===== src/rtl/real_param_sweep_ctrl.sv =====
// real_param_sweep_ctrl
//   Walks a two-level parameter grid (outer m, inner r). For each grid point it
//   issues one fixed-point request of value m + r + 0.5. It then compares the
//   consumer's echoed value with the issued one and counts matches and
//   mismatches.
//
// Ports
//   clk        in   single clock, rising edge
//   rst_n      in   asynchronous active-low reset
//   start      in   begin a sweep (honoured only while idle)
//   req_valid  out  request valid
//   req_ready  in   consumer accepts request
//   req_value  out  ((m+r)<<FRAC_W) + (1<<(FRAC_W-1)), truncated to W
//   req_m      out  current outer index
//   req_r      out  current inner index
//   rsp_valid  in   consumer response strobe
//   rsp_value  in   consumer's echoed value
//   busy       out  high whenever a sweep is in progress
//   done       out  one-cycle pulse at end of sweep
//   err        out  sticky mismatch flag for this sweep
//   pass_cnt   out  matching responses (saturating)
//   err_cnt    out  mismatching responses (saturating)
module real_param_sweep_ctrl #(
  parameter int M_START = 10,
  parameter int M_STEP  = 10,
  parameter int M_END   = 20,
  parameter int R_END   = 1,
  parameter int FRAC_W  = 4,
  parameter int W       = 16,
  parameter int CNT_W   = 8
) (
  input  logic             clk,
  input  logic             rst_n,
  input  logic             start,
  output logic             req_valid,
  input  logic             req_ready,
  output logic [W-1:0]     req_value,
  output logic [7:0]       req_m,
  output logic [7:0]       req_r,
  input  logic             rsp_valid,
  input  logic [W-1:0]     rsp_value,
  output logic             busy,
  output logic             done,
  output logic             err,
  output logic [CNT_W-1:0] pass_cnt,
  output logic [CNT_W-1:0] err_cnt
);

  typedef enum logic [1:0] {
    IDLE  = 2'd0,
    ISSUE = 2'd1,
    WAIT  = 2'd2,
    DONE  = 2'd3
  } state_t;

  // The 0.5 offset in fixed point; shifting within W bits is the same as
  // truncating the full-width result.
  localparam logic [W-1:0] HALF = W'(1) << (FRAC_W - 1);

  state_t           state_r;
  state_t           state_s;
  logic [7:0]       m_r;
  logic [7:0]       r_r;
  logic [CNT_W-1:0] pass_cnt_r;
  logic [CNT_W-1:0] err_cnt_r;
  logic             err_r;
  logic [8:0]       sum_s;
  logic             r_more_s;
  logic             m_more_s;
  logic             rsp_hit_s;
  logic             match_s;

  // Saturating increment: the counter sticks at all-ones instead of wrapping.
  function automatic logic [CNT_W-1:0] sat_inc(input logic [CNT_W-1:0] v);
    if (v == {CNT_W{1'b1}}) begin
      sat_inc = v;
    end else begin
      sat_inc = v + {{(CNT_W-1){1'b0}}, 1'b1};
    end
  endfunction

  assign sum_s     = 9'(m_r) + 9'(r_r);
  assign req_value = (W'(sum_s) << FRAC_W) + HALF;
  assign req_m     = m_r;
  assign req_r     = r_r;
  assign r_more_s  = (r_r < 8'(R_END));
  assign m_more_s  = (m_r < 8'(M_END));
  assign rsp_hit_s = (state_r == WAIT) && rsp_valid;
  assign match_s   = (rsp_value == req_value);

  // State register.
  always_ff @(posedge clk or negedge rst_n) begin
    if (!rst_n) begin
      state_r <= IDLE;
    end else begin
      state_r <= state_s;
    end
  end

  // Next-state logic; the last grid point leads to DONE instead of ISSUE.
  always_comb begin
    state_s = state_r;
    case (state_r)
      IDLE: begin
        if (start) begin
          state_s = ISSUE;
        end else begin
          state_s = IDLE;
        end
      end
      ISSUE: begin
        if (req_ready) begin
          state_s = WAIT;
        end else begin
          state_s = ISSUE;
        end
      end
      WAIT: begin
        if (rsp_valid) begin
          if (r_more_s || m_more_s) begin
            state_s = ISSUE;
          end else begin
            state_s = DONE;
          end
        end else begin
          state_s = WAIT;
        end
      end
      DONE:    state_s = IDLE;
      default: state_s = IDLE;
    endcase
  end

  // Output decode from the registered state.
  always_comb begin
    req_valid = 1'b0;
    busy      = 1'b1;
    done      = 1'b0;
    case (state_r)
      IDLE:    busy      = 1'b0;
      ISSUE:   req_valid = 1'b1;
      WAIT:    req_valid = 1'b0;
      DONE:    done      = 1'b1;
      default: busy      = 1'b0;
    endcase
  end

  // Grid indices: load on start, advance r then m on each accepted response.
  always_ff @(posedge clk or negedge rst_n) begin
    if (!rst_n) begin
      m_r <= 8'(M_START);
      r_r <= 8'd0;
    end else if ((state_r == IDLE) && start) begin
      m_r <= 8'(M_START);
      r_r <= 8'd0;
    end else if (rsp_hit_s) begin
      if (r_more_s) begin
        r_r <= r_r + 8'd1;
      end else if (m_more_s) begin
        r_r <= 8'd0;
        m_r <= m_r + 8'(M_STEP);
      end else begin
        r_r <= r_r;
      end
    end else begin
      m_r <= m_r;
    end
  end

  // Scoreboard counters and sticky error; they hold after DONE until start.
  always_ff @(posedge clk or negedge rst_n) begin
    if (!rst_n) begin
      pass_cnt_r <= {CNT_W{1'b0}};
      err_cnt_r  <= {CNT_W{1'b0}};
      err_r      <= 1'b0;
    end else if ((state_r == IDLE) && start) begin
      pass_cnt_r <= {CNT_W{1'b0}};
      err_cnt_r  <= {CNT_W{1'b0}};
      err_r      <= 1'b0;
    end else if (rsp_hit_s) begin
      if (match_s) begin
        pass_cnt_r <= sat_inc(pass_cnt_r);
      end else begin
        err_cnt_r <= sat_inc(err_cnt_r);
        err_r     <= 1'b1;
      end
    end else begin
      err_r <= err_r;
    end
  end

  assign pass_cnt = pass_cnt_r;
  assign err_cnt  = err_cnt_r;
  assign err      = err_r;

endmodule


===== config.mk =====
export PLATFORM = sky130hd
export DESIGN_NAME = real_param_sweep_ctrl
export DESIGN_NICKNAME = d
export VERILOG_FILES = /design/src/rtl/real_param_sweep_ctrl.sv
export SDC_FILE = /design/constraint.sdc
export NUM_CORES = 1
export LEC_CHECK = 0
export ABC_AREA = 0
export CELL_PAD_IN_SITES_DETAIL_PLACEMENT = 1
export CELL_PAD_IN_SITES_GLOBAL_PLACEMENT = 1
export CORE_MARGIN = 4
export CORE_UTILIZATION = 37
export DETAILED_ROUTE_END_ITERATION = 10
export PLACE_DENSITY = 0.95
export SYNTH_ARGS = -nofsm -noshare
export SYNTH_HDL_FRONTEND = slang
export SYNTH_SLANG_ARGS = --single-unit

===== constraint.sdc =====
create_clock -name clk -period 5.42 [get_ports clk]
set_input_delay 1.355 -clock clk [delete_from_list [all_inputs] [get_ports clk]]
set_output_delay 1.355 -clock clk [all_outputs]
set_load 0.005 [all_outputs]

# --- Word level (Yosys, flattened, before mapping) ---
# Cells that the tools add are included.
totals:
  register_bits: 35
  elab_cells: 64
classes:
  n_addsub: 6
  n_lt_le_gt_ge: 2
  eq_ne: 10
  n_mux: 27
  n_reduce_logical: 13
op_table:
  columns: ["op", "n"]
  rows:
  - ["2-to-1 mux 8 bit", 16]
  - ["adder 8 x 1 -> 8 bit (second input constant)", 3]
  - ["== test 16 x 14 -> 1 bit", 1]
  - ["== test 8 bit (second input constant)", 2]
  - ["adder 13 x 4 -> 14 bit (second input constant)", 1]
  - ["adder 8 x 8 -> 9 bit", 1]
  - ["AND reduction 3 bit", 3]
  - ["adder 8 x 4 -> 8 bit (second input constant)", 1]
  - ["less-than comparator 8 x 1 -> 1 bit (second input constant)", 1]
  - ["less-than comparator 8 x 5 -> 1 bit (second input constant)", 1]
  - ["case mux 2 bit (4 select lines)", 1]
  - ["2-to-1 mux 1 bit", 7]
  - ["2-to-1 mux 2 bit", 3]
  - ["nonzero test 2 bit", 3]
  - ["== test 2 bit (second input constant)", 2]
  - ["!= test 2 x 1 -> 1 bit (second input constant)", 2]
  - ["!= test 2 bit (second input constant)", 2]
  - ["AND reduction 2 bit", 2]
  - ["nonzero test 3 bit", 1]
  - ["== test 2 x 1 -> 1 bit (second input constant)", 1]
  - ["logical AND 1 bit", 2]
  - ["zero test 2 bit", 1]
  - ["logical OR 1 bit", 1]

# --- Depth between registers and ports, before layout ---
# Gate-level depths: netlist of the first run.
depth:
  ltp_word: 6
  mapped_depth: 10

# --- Worst setup path after synthesis of the first run ---
# Ideal clock, no wire load.
synth_path:
  path_type: "input port to flip-flop"
  startpoint: "input port rsp_value[0]"
  endpoint: "register pass_cnt_r[7], in the netlist pass_cnt[7]"
  t_arrival_ns: 3.202
  path_slack_ns: 2.139
  stages: 8
  cell_sequence: "or4b_1 > nor4_2 > nand4_1 > and4bb_1 > nand4_1 > buf_2 > nor4_2 > mux2i_1"
synth_via:
  elab_chain_len: 3
synth_lines:
  columns: ["item", "line_no", "text"]
  rows:
  - ["start: declaration", "41", "input logic [W-1:0] rsp_value,"]
  - ["== test 16 x 14 -> 1 bit", "89", "assign match_s = (rsp_value == req_value);"]
  - ["nonzero test 2 bit (no source line)", null, null]
  - ["AND reduction 3 bit (no source line)", null, null]
  - ["end signal: assignment", "173", "pass_cnt_r <= {CNT_W{1'b0}};"]
  - ["end signal: assignment", "177", "pass_cnt_r <= {CNT_W{1'b0}};"]
  - ["end signal: assignment", "182", "pass_cnt_r <= sat_inc(pass_cnt_r);"]
  - ["end: declaration", "64", "logic [CNT_W-1:0] pass_cnt_r;"]
# Every way passes these cells.
# A chain may end at the register's enable or synchronous reset.

# --- Final worst setup path of the first run ---
layout_path:
  startpoint: "input port rsp_value[0]"
  endpoint: "register pass_cnt_r[4], in the netlist pass_cnt[4]"
# Same word-level chain as after synthesis.

==> reports/results.ini, run 1 <==
[clocking]
cts_tree=yes
cts_resized=0
htreeDepth=2
holdBufCountCts=0
cts_max_path_buffers=2
cts.clk_slew.worst_paths_ns=0.07
cts_buffers=5
post_cts_buffers=0
cts_sinks=34
clk_latency_ns=0.30
root_buffer=clkbuf_8

[routing]
initialDrtViolationCount=126
drtPass1Iterations=4
via_count=2222
final_antenna_net_count=0
wire_per_inst_um=18.3
routed_wl_um=7170
drc=0
viasPerCell=5.68

[floorplan]
die_w_um=86.9
fp-row-count=28
io_pins=73
start_util=0.384
core_area_mm2=0.00599
dieArea_mm2=0.00754
die_h_um=86.9

[global_route]
grt.overflow.total=0
antenna_found_initial=0
grt_pass1_vias=2433
grt_pass1_wl_um=12200
grt_use_total=0.206
grt_max_degree=35

[synth]
yosys-top-cells-area=dfrtp_1 35%, ha_1 6.5%, nor2_1 5.2%
synth_cell_types=54
netlist_area_mm2=0.00230
synth_area_per_cell_um2=9.09
yosys_warnings=0
synthArstFlopShare=1.00
ys.flop_type=dfrtp_1
synth_cells=253
seq_area_frac_synth=0.371
synth_top_cell_area_share=0.348
yosys_register_bits=34
synth-edff-count=0
synth.largest_area_cell=dfrtp_1

[job]
maxCapViolations=0

[sta]
timing.slew.headroom=0.506
worstMarginPinSlew_ns=0.733
setup-tns-final_ns=0
finalClockSkew_ns=0.0105
setup_viol=0
clock.fmax_mhz=245
worst_slack_ns=1.35
period_minus_slack_ns=4.07
maxSlewViolCount=0
grt_setup_unrepaired=false
fin_crit_sh=0.752
finalHoldViolCount=0

[worst_setup_path]
critical_path.slowest_cell=or4_1
startpoint_type=input port
crit_family=simple AND/OR/NAND/NOR gates
crit_chain=clkdlybuf4s50_1 -> or4b_1 -> nor4_2 -> nand4_1 -> and4bb_1 -> nand4_1 -> or4_1 -> a21oi_1
r2r-start=req_r[6]
worstPathRequired_ns=5.63
path_buf_inv=1
regToRegEndpoint=pass_cnt[4]
worstSetupPathType=input port to flop
startpoint=rsp_value[0]
critPathCaptureType=flop
cpPeakStageDelay_ns=0.67
r2r_cells=8
cp.arrival_ns=4.29
cp_max_fo=14
crit_top_cell=nand4_1
timing.reg2reg.setup_slack_ns=2.06

[layout]
final_common_cell=clkdlybuf4s50_1
drive_gt1_frac=0.0475
fin_nets=348
syn_to_final_growth_pct=32.5
design_area_mm2=0.00305
n_antenna_cell=0
fin_cells=391
final_core_util=0.509
layout_common_cells=64 x clkdlybuf4s50_1, 32 x nor2_1, 32 x dfrtp_1

[min_path]
hp-start=err
min_to=err
min_path_cells=1
hp-class=flop to flop

[place]
gp_congestion=0.831
placed_cells=383
pre_cts_ws_ns=1.08
hpwl_um=5430
place_area_mm2=0.00297
port_buffers=64

[run_status]
outcome=finished, final reports clean

[power]
leakage_nw=1.28
power.density_mw_per_mm2=267
irDropWorstVdd_mv=0.125

==> final cells by class <==
type                    instances  area, um^2
flip-flops and latches         34         853
multi-input cells             204        1350
well taps                      75        93.8
clock buffers                   8        80.1
repair buffers                 65         648
fillers                       706        2940
inverters                       5        18.8
==> metal layers <==
metal,GRT usage,share of wire,vias up
met2,0.357,0.52,57
met4,0.0708,0.015,0
li1,-,-,1041
met3,0.0341,0.052,11
met5,0,0,-
met1,0.259,0.41,1113
==> worst max path at each step <==
stage	end	slack, ns	cells after the start
after global placement	pass_cnt[4]	1.20	8
after CTS	pass_cnt[4]	1.33	8
after global routing	pass_cnt[4]	1.07	8
after floorplan	pass_cnt[7]	2.14	8
final	pass_cnt[4]	1.35	8
after detailed placement	pass_cnt[4]	1.08	8
==> state kept, by name, summed over array words and instances (netlist names) <==
name and count:
err 1, err_cnt 8, pass_cnt 8, req_m 7
req_r 8, state_r 2
==> cell families after synthesis <==
group / after synthesis / share of synthesized area
compound gates: 57 / 0.169
buf+inv: 21 / 0.0506
other cells: 2 / 0.00326
xor+xnor: 14 / 0.0653
mux: 5 / 0.0218
flops: 34 / 0.371
fa+ha+maj: 12 / 0.0653
simple gates: 108 / 0.254
==> metrics by stage <==
| stage | total power, W | hold slack [ns] |
|---|---|---|
| detailed placement | 0.000635 | 0.481 |
| global route | 0.000870 | 0.537 |
| global placement | 0.000615 | 0.477 |
| CTS | 0.000824 | 0.497 |
| finish | 0.000815 | 0.493 |
| floorplan | 0.000481 | 0.487 |
==> power by group <==
group	switching (W)	internal, W	leakage [nW]
sequential	0.0000383	0.000282	0.463
clock	0.0000955	0.0000913	0.0395
combinational	0.000156	0.000152	0.776
==> cell usage after synthesis (3+ instances only) <==
master,number
dfrtp_1,32
xor2_1,5
nor4_2,3
a21oi_1,13
ha_1,12
o21ai_0,11
or4_1,3
buf_2,3
and2_1,3
buf_4,9
nand4_1,6
nor2_1,32
and3_1,5
o21a_1,3
clkbuf_1,4
xnor2_1,7
mux2i_1,5
nand3_1,10
o31ai_1,3
a31oi_1,7
nand2_1,19
or3_1,5
nor3_1,6
nor4b_1,4
inv_1,5
Note: power is estimated with default switching activity, not from simulation.
==> run 2, diff against run 1 <==
--- a/config.mk
+++ b/config.mk
@@ -9,9 +9,9 @@
 export CELL_PAD_IN_SITES_DETAIL_PLACEMENT = 1
 export CELL_PAD_IN_SITES_GLOBAL_PLACEMENT = 1
 export CORE_MARGIN = 4
-export CORE_UTILIZATION = 37
+export CORE_UTILIZATION = 31
 export DETAILED_ROUTE_END_ITERATION = 10
-export PLACE_DENSITY = 0.95
+export PLACE_DENSITY = 0.87
 export SYNTH_ARGS = -nofsm -noshare
 export SYNTH_HDL_FRONTEND = slang
 export SYNTH_SLANG_ARGS = --single-unit
==> constraint.sdc (replaced) <==
create_clock -name clk -period 3.5 [get_ports clk]
set_input_delay 0.875 -clock clk [delete_from_list [all_inputs] [get_ports clk]]
set_output_delay 0.875 -clock clk [all_outputs]
set_load 0.005 [all_outputs]
==> run 2 against run 1 <==
Design area increased by 5.2%. Count of clock-buffer cells in the layout is 2 lower. Global-route usage is 4.7 points lower. Clock power rose by 140%. Via count is 0.63% higher. Sequential share of layout area is 1.3 points lower.
==> reports/results.ini, run 2 (synthesized netlist as in run 1, its figures left out) <==
[floorplan]
die_w_um=94.2  ; +8.4%
dieArea_mm2=0.00887  ; +18%
fp-row-count=31  ; +11%
die_h_um=94.2  ; +8.4%
io_pins=73  ; unchanged
core_area_mm2=0.00721  ; +20%
start_util=0.319  ; -0.0651

[power]
power.density_mw_per_mm2=449  ; +68%
irDropWorstVdd_mv=0.316  ; +150%
leakage_nw=1.34  ; +4.5%

[clocking]
cts_tree=yes
cts_buffers=5  ; unchanged
htreeDepth=2  ; unchanged
cts_sinks=34  ; unchanged
cts_max_path_buffers=2  ; unchanged
root_buffer=clkbuf_8
cts.clk_slew.worst_paths_ns=0.07  ; about the same
clk_latency_ns=0.29  ; about the same

[routing]
viasPerCell=5.31  ; -6.5%
via_count=2236  ; +0.63%
final_antenna_net_count=0  ; unchanged
wire_per_inst_um=16.9  ; -7.7%
drc=0  ; unchanged
initialDrtViolationCount=73  ; -42%
routed_wl_um=7120  ; -0.67%
drtPass1Iterations=4  ; unchanged

[worst_setup_path]
startpoint_type=flop
cp.arrival_ns=2.52  ; -1.77 ns
r2r_cells=9  ; +1
critPathCaptureType=output pin
worstPathRequired_ns=2.62  ; -3.01 ns
worstSetupPathType=flop to output pin
cp_max_fo=6  ; -8

[sta]
finalClockSkew_ns=0.00800  ; -0.00251 ns
clock.fmax_mhz=295
finalHoldViolCount=0  ; unchanged
maxSlewViolCount=0  ; unchanged
fin_crit_sh=0.969
worstMarginPinSlew_ns=0.704  ; -0.0289 ns
grt_setup_unrepaired=false
timing.slew.headroom=0.526  ; +0.0195
hold_slack_ns=0.506  ; +0.0127 ns
period_minus_slack_ns=3.39
setup_viol=0  ; unchanged
setup-tns-final_ns=0  ; unchanged

[global_route]
grt.overflow.total=0  ; unchanged
grt_pass1_vias=2298  ; -5.5%
grt_max_degree=35  ; unchanged
antenna_found_initial=0  ; unchanged
grt_pass1_wl_um=11300  ; -7.1%
grt_use_total=0.160  ; -0.0468

[place]
place_area_mm2=0.00304  ; +2.5%
port_buffers=64  ; unchanged
placed_cells=413  ; +7.8%
hpwl_um=5350  ; -1.6%
gp_congestion=0.884  ; +6.3%

[layout]
syn_to_final_growth_pct=39.3
final_common_cell=clkdlybuf4s50_1
drive_gt1_frac=0.0870  ; +0.0395
design_area_mm2=0.00321  ; +5.2%
n_antenna_cell=0  ; unchanged
final_core_util=0.444  ; -0.0644
layout_common_cells=64 x clkdlybuf4s50_1, 32 x nor2_1, 31 x dfrtp_1
fin_nets=354  ; +1.7%
fin_cells=421  ; +7.7%

[run_status]
outcome=finished, final reports clean

[min_path]
hp-class=flop to flop
min_path_cells=1  ; unchanged

[job]
maxCapViolations=0  ; unchanged

-- run 2: changes by cell type in the layout (fill, tap and decap cells not counted), sizes merged --
cell / change
bufinv: +2
clkbuf: -2
buf: +6
-- run 2: what timing repair did --
| action | in CTS | in global routing |
|---|---|---|
| pin swaps | 1 | 1 |
| hold buffers | 0 | 0 |
| setup buffers | 0 | 0 |
| endpoints found under the setup margin | 1 | 1 |
| resized for setup | 0 | 5 |
| cloned | 0 | 0 |
-- run 2: layer usage --
| metal | GRT usage | share of wire |
|---|---|---|
| met1 | 0.208 | 0.45 |
| met2 | 0.274 | 0.48 |
| met3 | 0.0353 | 0.062 |
| met4 | 0.0253 | 0.0066 |
| met5 | 0 | 0 |
-- run 2: power by group --
| group | internal [W] | leakage (nW) | switching [W] |
|---|---|---|---|
| combinational | 0.000246 | 0.803 | 0.000250 |
| clock | 0.000304 | 0.0714 | 0.000148 |
| sequential | 0.000437 | 0.462 | 0.0000545 |
-- run 2: critical path, cell delays in order (launching register included) --
cell and delay [ns]:
dfrtp_1 0.45, ha_1 0.40, a21oi_2 0.26, o22ai_4 0.13, o21a_1 0.20, nor2_1 0.11
xnor2_1 0.14, clkdlybuf4s50_1 0.53
-- run 2: cell type report --
cell class / count / area, um^2
Clock buffer: 6 / 82.6
Clock inverter: 2 / 60.1
Fill cell: 853 / 4010
Inverter: 5 / 18.8
Multi-Input combinational cell: 204 / 1370
Sequential cell: 34 / 855
Tap cell: 99 / 124
Timing Repair Buffer: 71 / 693
-- run 2: final timing paths --
check,startpoint,end,slack [ns]
setup / recovery,req_r[4],req_value[11],0.11
hold / removal,err,err,0.51
setup reg to reg,req_r[4],pass_cnt[4],0.52
hold reg to reg,err,err,0.51
max in group asynchronous,rst_n,req_m[1],2.17
min in group asynchronous,rst_n,err_cnt[6],0.99
-- run 2: metrics by stage --
stage / total power, W / setup WS [ns]
after floorplan: 0.000745 / 0.699
after global placement: 0.000978 / 0.0428
after detailed placement: 0.000991 / -0.0274
after CTS: 0.00145 / 0.0121
after global routing: 0.00152 / 0.0168
final: 0.00144 / 0.110
==> run 3, diff against run 2 <==
--- a/config.mk
+++ b/config.mk
@@ -12,6 +12,7 @@
 export CORE_UTILIZATION = 31
 export DETAILED_ROUTE_END_ITERATION = 10
 export PLACE_DENSITY = 0.87
+export RECOVER_POWER = 100
 export SYNTH_ARGS = -nofsm -noshare
 export SYNTH_HDL_FRONTEND = slang
 export SYNTH_SLANG_ARGS = --single-unit
==> run 3 against run 2 <==
The run now ends with capacitance limit, slew limit left. Sequential power barely moved. Count of clock-buffer cells in the layout did not move. Critical path depth did not move.
==> reports/results.ini, run 3 (synthesized netlist as in run 1, its figures left out) <==
[run_status]
outcome=complete, but fails checks
violations=capacitance limit, slew limit

[sta]
clock.fmax_mhz=295  ; +0.13%
period_minus_slack_ns=3.39  ; -0.00435 ns
worstMarginPinSlew_ns=1.85  ; +1.15 ns
timing.slew.headroom=-0.234  ; -0.759
grt_setup_unrepaired=false
setup_viol=0  ; unchanged
hold_slack_ns=0.503  ; -0.00256 ns
maxSlewViolCount=35  ; +35
fin_crit_sh=0.967  ; -0.00124
finalHoldViolCount=0  ; unchanged
finalClockSkew_ns=0.00732  ; -0.000673 ns

[place]
place_area_mm2=0.00304  ; unchanged
hpwl_um=5350  ; unchanged
port_buffers=64  ; unchanged
gp_congestion=0.884  ; unchanged
placed_cells=413  ; unchanged

[clocking]
cts_sinks=34  ; unchanged
cts_tree=yes
cts_max_path_buffers=2  ; unchanged
root_buffer=clkbuf_8
cts.clk_slew.worst_paths_ns=0.07  ; about the same
holdBufCountCts=0  ; unchanged
htreeDepth=2  ; unchanged
cts_buffers=5  ; unchanged
clk_latency_ns=0.29  ; about the same
post_cts_buffers=0  ; unchanged

[routing]
routed_wl_um=7110  ; -0.14%
drtPass1Iterations=4  ; unchanged
final_antenna_net_count=0  ; unchanged
initialDrtViolationCount=71  ; -2.7%
drc=0  ; unchanged
via_count=2241  ; +0.22%
viasPerCell=5.32  ; +0.22%
wire_per_inst_um=16.9  ; -0.14%

[global_route]
grt.overflow.total=0  ; unchanged
antenna_found_initial=0  ; unchanged
grt_pass1_vias=2298  ; unchanged
grt_pass1_wl_um=11300  ; unchanged
grt_max_degree=35  ; unchanged
grt_use_total=0.160  ; unchanged

[layout]
layout_common_cells=38 x dlygate4sd3_1, 32 x nor2_1, 31 x dfrtp_1
fin_cells=421  ; unchanged
final_core_util=0.441  ; -0.00364
drive_gt1_frac=0.0714  ; -0.0155
multi_input_comb_area_mm2=0.00135  ; -1.4%
design_area_mm2=0.00318  ; -0.82%
final_common_cell=dlygate4sd3_1
n_antenna_cell=0  ; unchanged
fin_nets=354  ; unchanged
syn_to_final_growth_pct=38.2
fillCellCount=853  ; unchanged
ff_latch_area_um2=855  ; unchanged

[min_path]
min_path_cells=1  ; unchanged
hp-class=flop to flop

[floorplan]
die_h_um=94.2  ; unchanged
die_w_um=94.2  ; unchanged
start_util=0.319  ; unchanged
io_pins=73  ; unchanged
dieArea_mm2=0.00887  ; unchanged
fp-row-count=31  ; unchanged
core_area_mm2=0.00721  ; unchanged

[worst_setup_path]
cp.arrival_ns=2.51  ; about the same
startpoint_type=flop
worstPathRequired_ns=2.62  ; about the same
cp_max_fo=6  ; unchanged
worstSetupPathType=flop to output pin
critPathCaptureType=output pin
r2r_cells=9  ; unchanged

[job]
maxCapViolations=1  ; +1

[power]
leakage_nw=1.44  ; +7.6%
irDropWorstVdd_mv=0.311  ; -1.7%
power.density_mw_per_mm2=444  ; -1.1%

==> run 3: cell count changes in the layout (fill, tap and decap cells not counted), moves of 2 or more <==
cell / change
clkbuf_1: +2
nor4_1: +3
clkdlybuf4s50_1: -38
nor4_2: -3
buf_4: -3
dlygate4sd3_1: +38
==> run 3: worst max-delay path, cell delays in order, from the launching register on <==
cell             delay, ns
dfrtp_2               0.47
ha_2                  0.34
a21oi_4               0.27
o22ai_4               0.15
o21a_1                0.20
nor2_1                0.11
xnor2_1               0.14
clkdlybuf4s50_1       0.53
==> run 3: routing by layer <==
layer	routed length, um	vias up	part of all wire	GRT usage
met3	475	6	0.067	0.0353
met1	3230	1108	0.45	0.208
met4	47	0	0.0066	0.0253
met2	3350	68	0.47	0.274
li1	-	1059	-	-
met5	0	-	0	0
==> run 3: cell type report <==
| class | count | share of cell area |
|---|---|---|
| Clock inverter | 2 | 0.0189 |
| Multi-Input combinational cell | 204 | 0.426 |
| Inverter | 5 | 0.00590 |
| Timing Repair Buffer | 71 | 0.216 |
| Tap cell | 99 | 0.0390 |
| Sequential cell | 34 | 0.269 |
| Clock buffer | 6 | 0.0260 |
==> run 3: metrics by stage <==
step / setup slack (ns) / power (W) / setup TNS [ns]
after floorplan: 0.699 / 0.000745 / 0
after global placement: 0.0428 / 0.000978 / 0
after detailed placement: -0.0274 / 0.000991 / -0.0274
after CTS: 0.0121 / 0.00145 / 0
after global routing: 0.0168 / 0.00150 / 0
final: 0.114 / 0.00141 / 0
==> run 3: worst paths after layout <==
path | startpoint | end | slack, ns
max reg2reg | req_r[0] | req_m[7] | 0.41
max in group asynchronous | rst_n | req_m[2] | 0.68
min reg2reg | err | err | 0.50
max | req_m[2] | req_value[11] | 0.11
min in group asynchronous | rst_n | err_cnt[1] | 1.63
min | err | err | 0.50
==> run 3: power by group <==
group	switching, W	total, W	internal (W)	leakage, nW
combinational	0.000245	0.000468	0.000224	0.904
clock	0.000149	0.000453	0.000304	0.0714
sequential	0.0000535	0.000490	0.000437	0.462
total	0.000447	0.00141	0.000964	1.44
==> run 3: what timing repair did <==
action,4_1_cts,5_1_grt
pin swaps,1,1
endpoints found under the setup margin,1,1
gates resized for setup,0,5
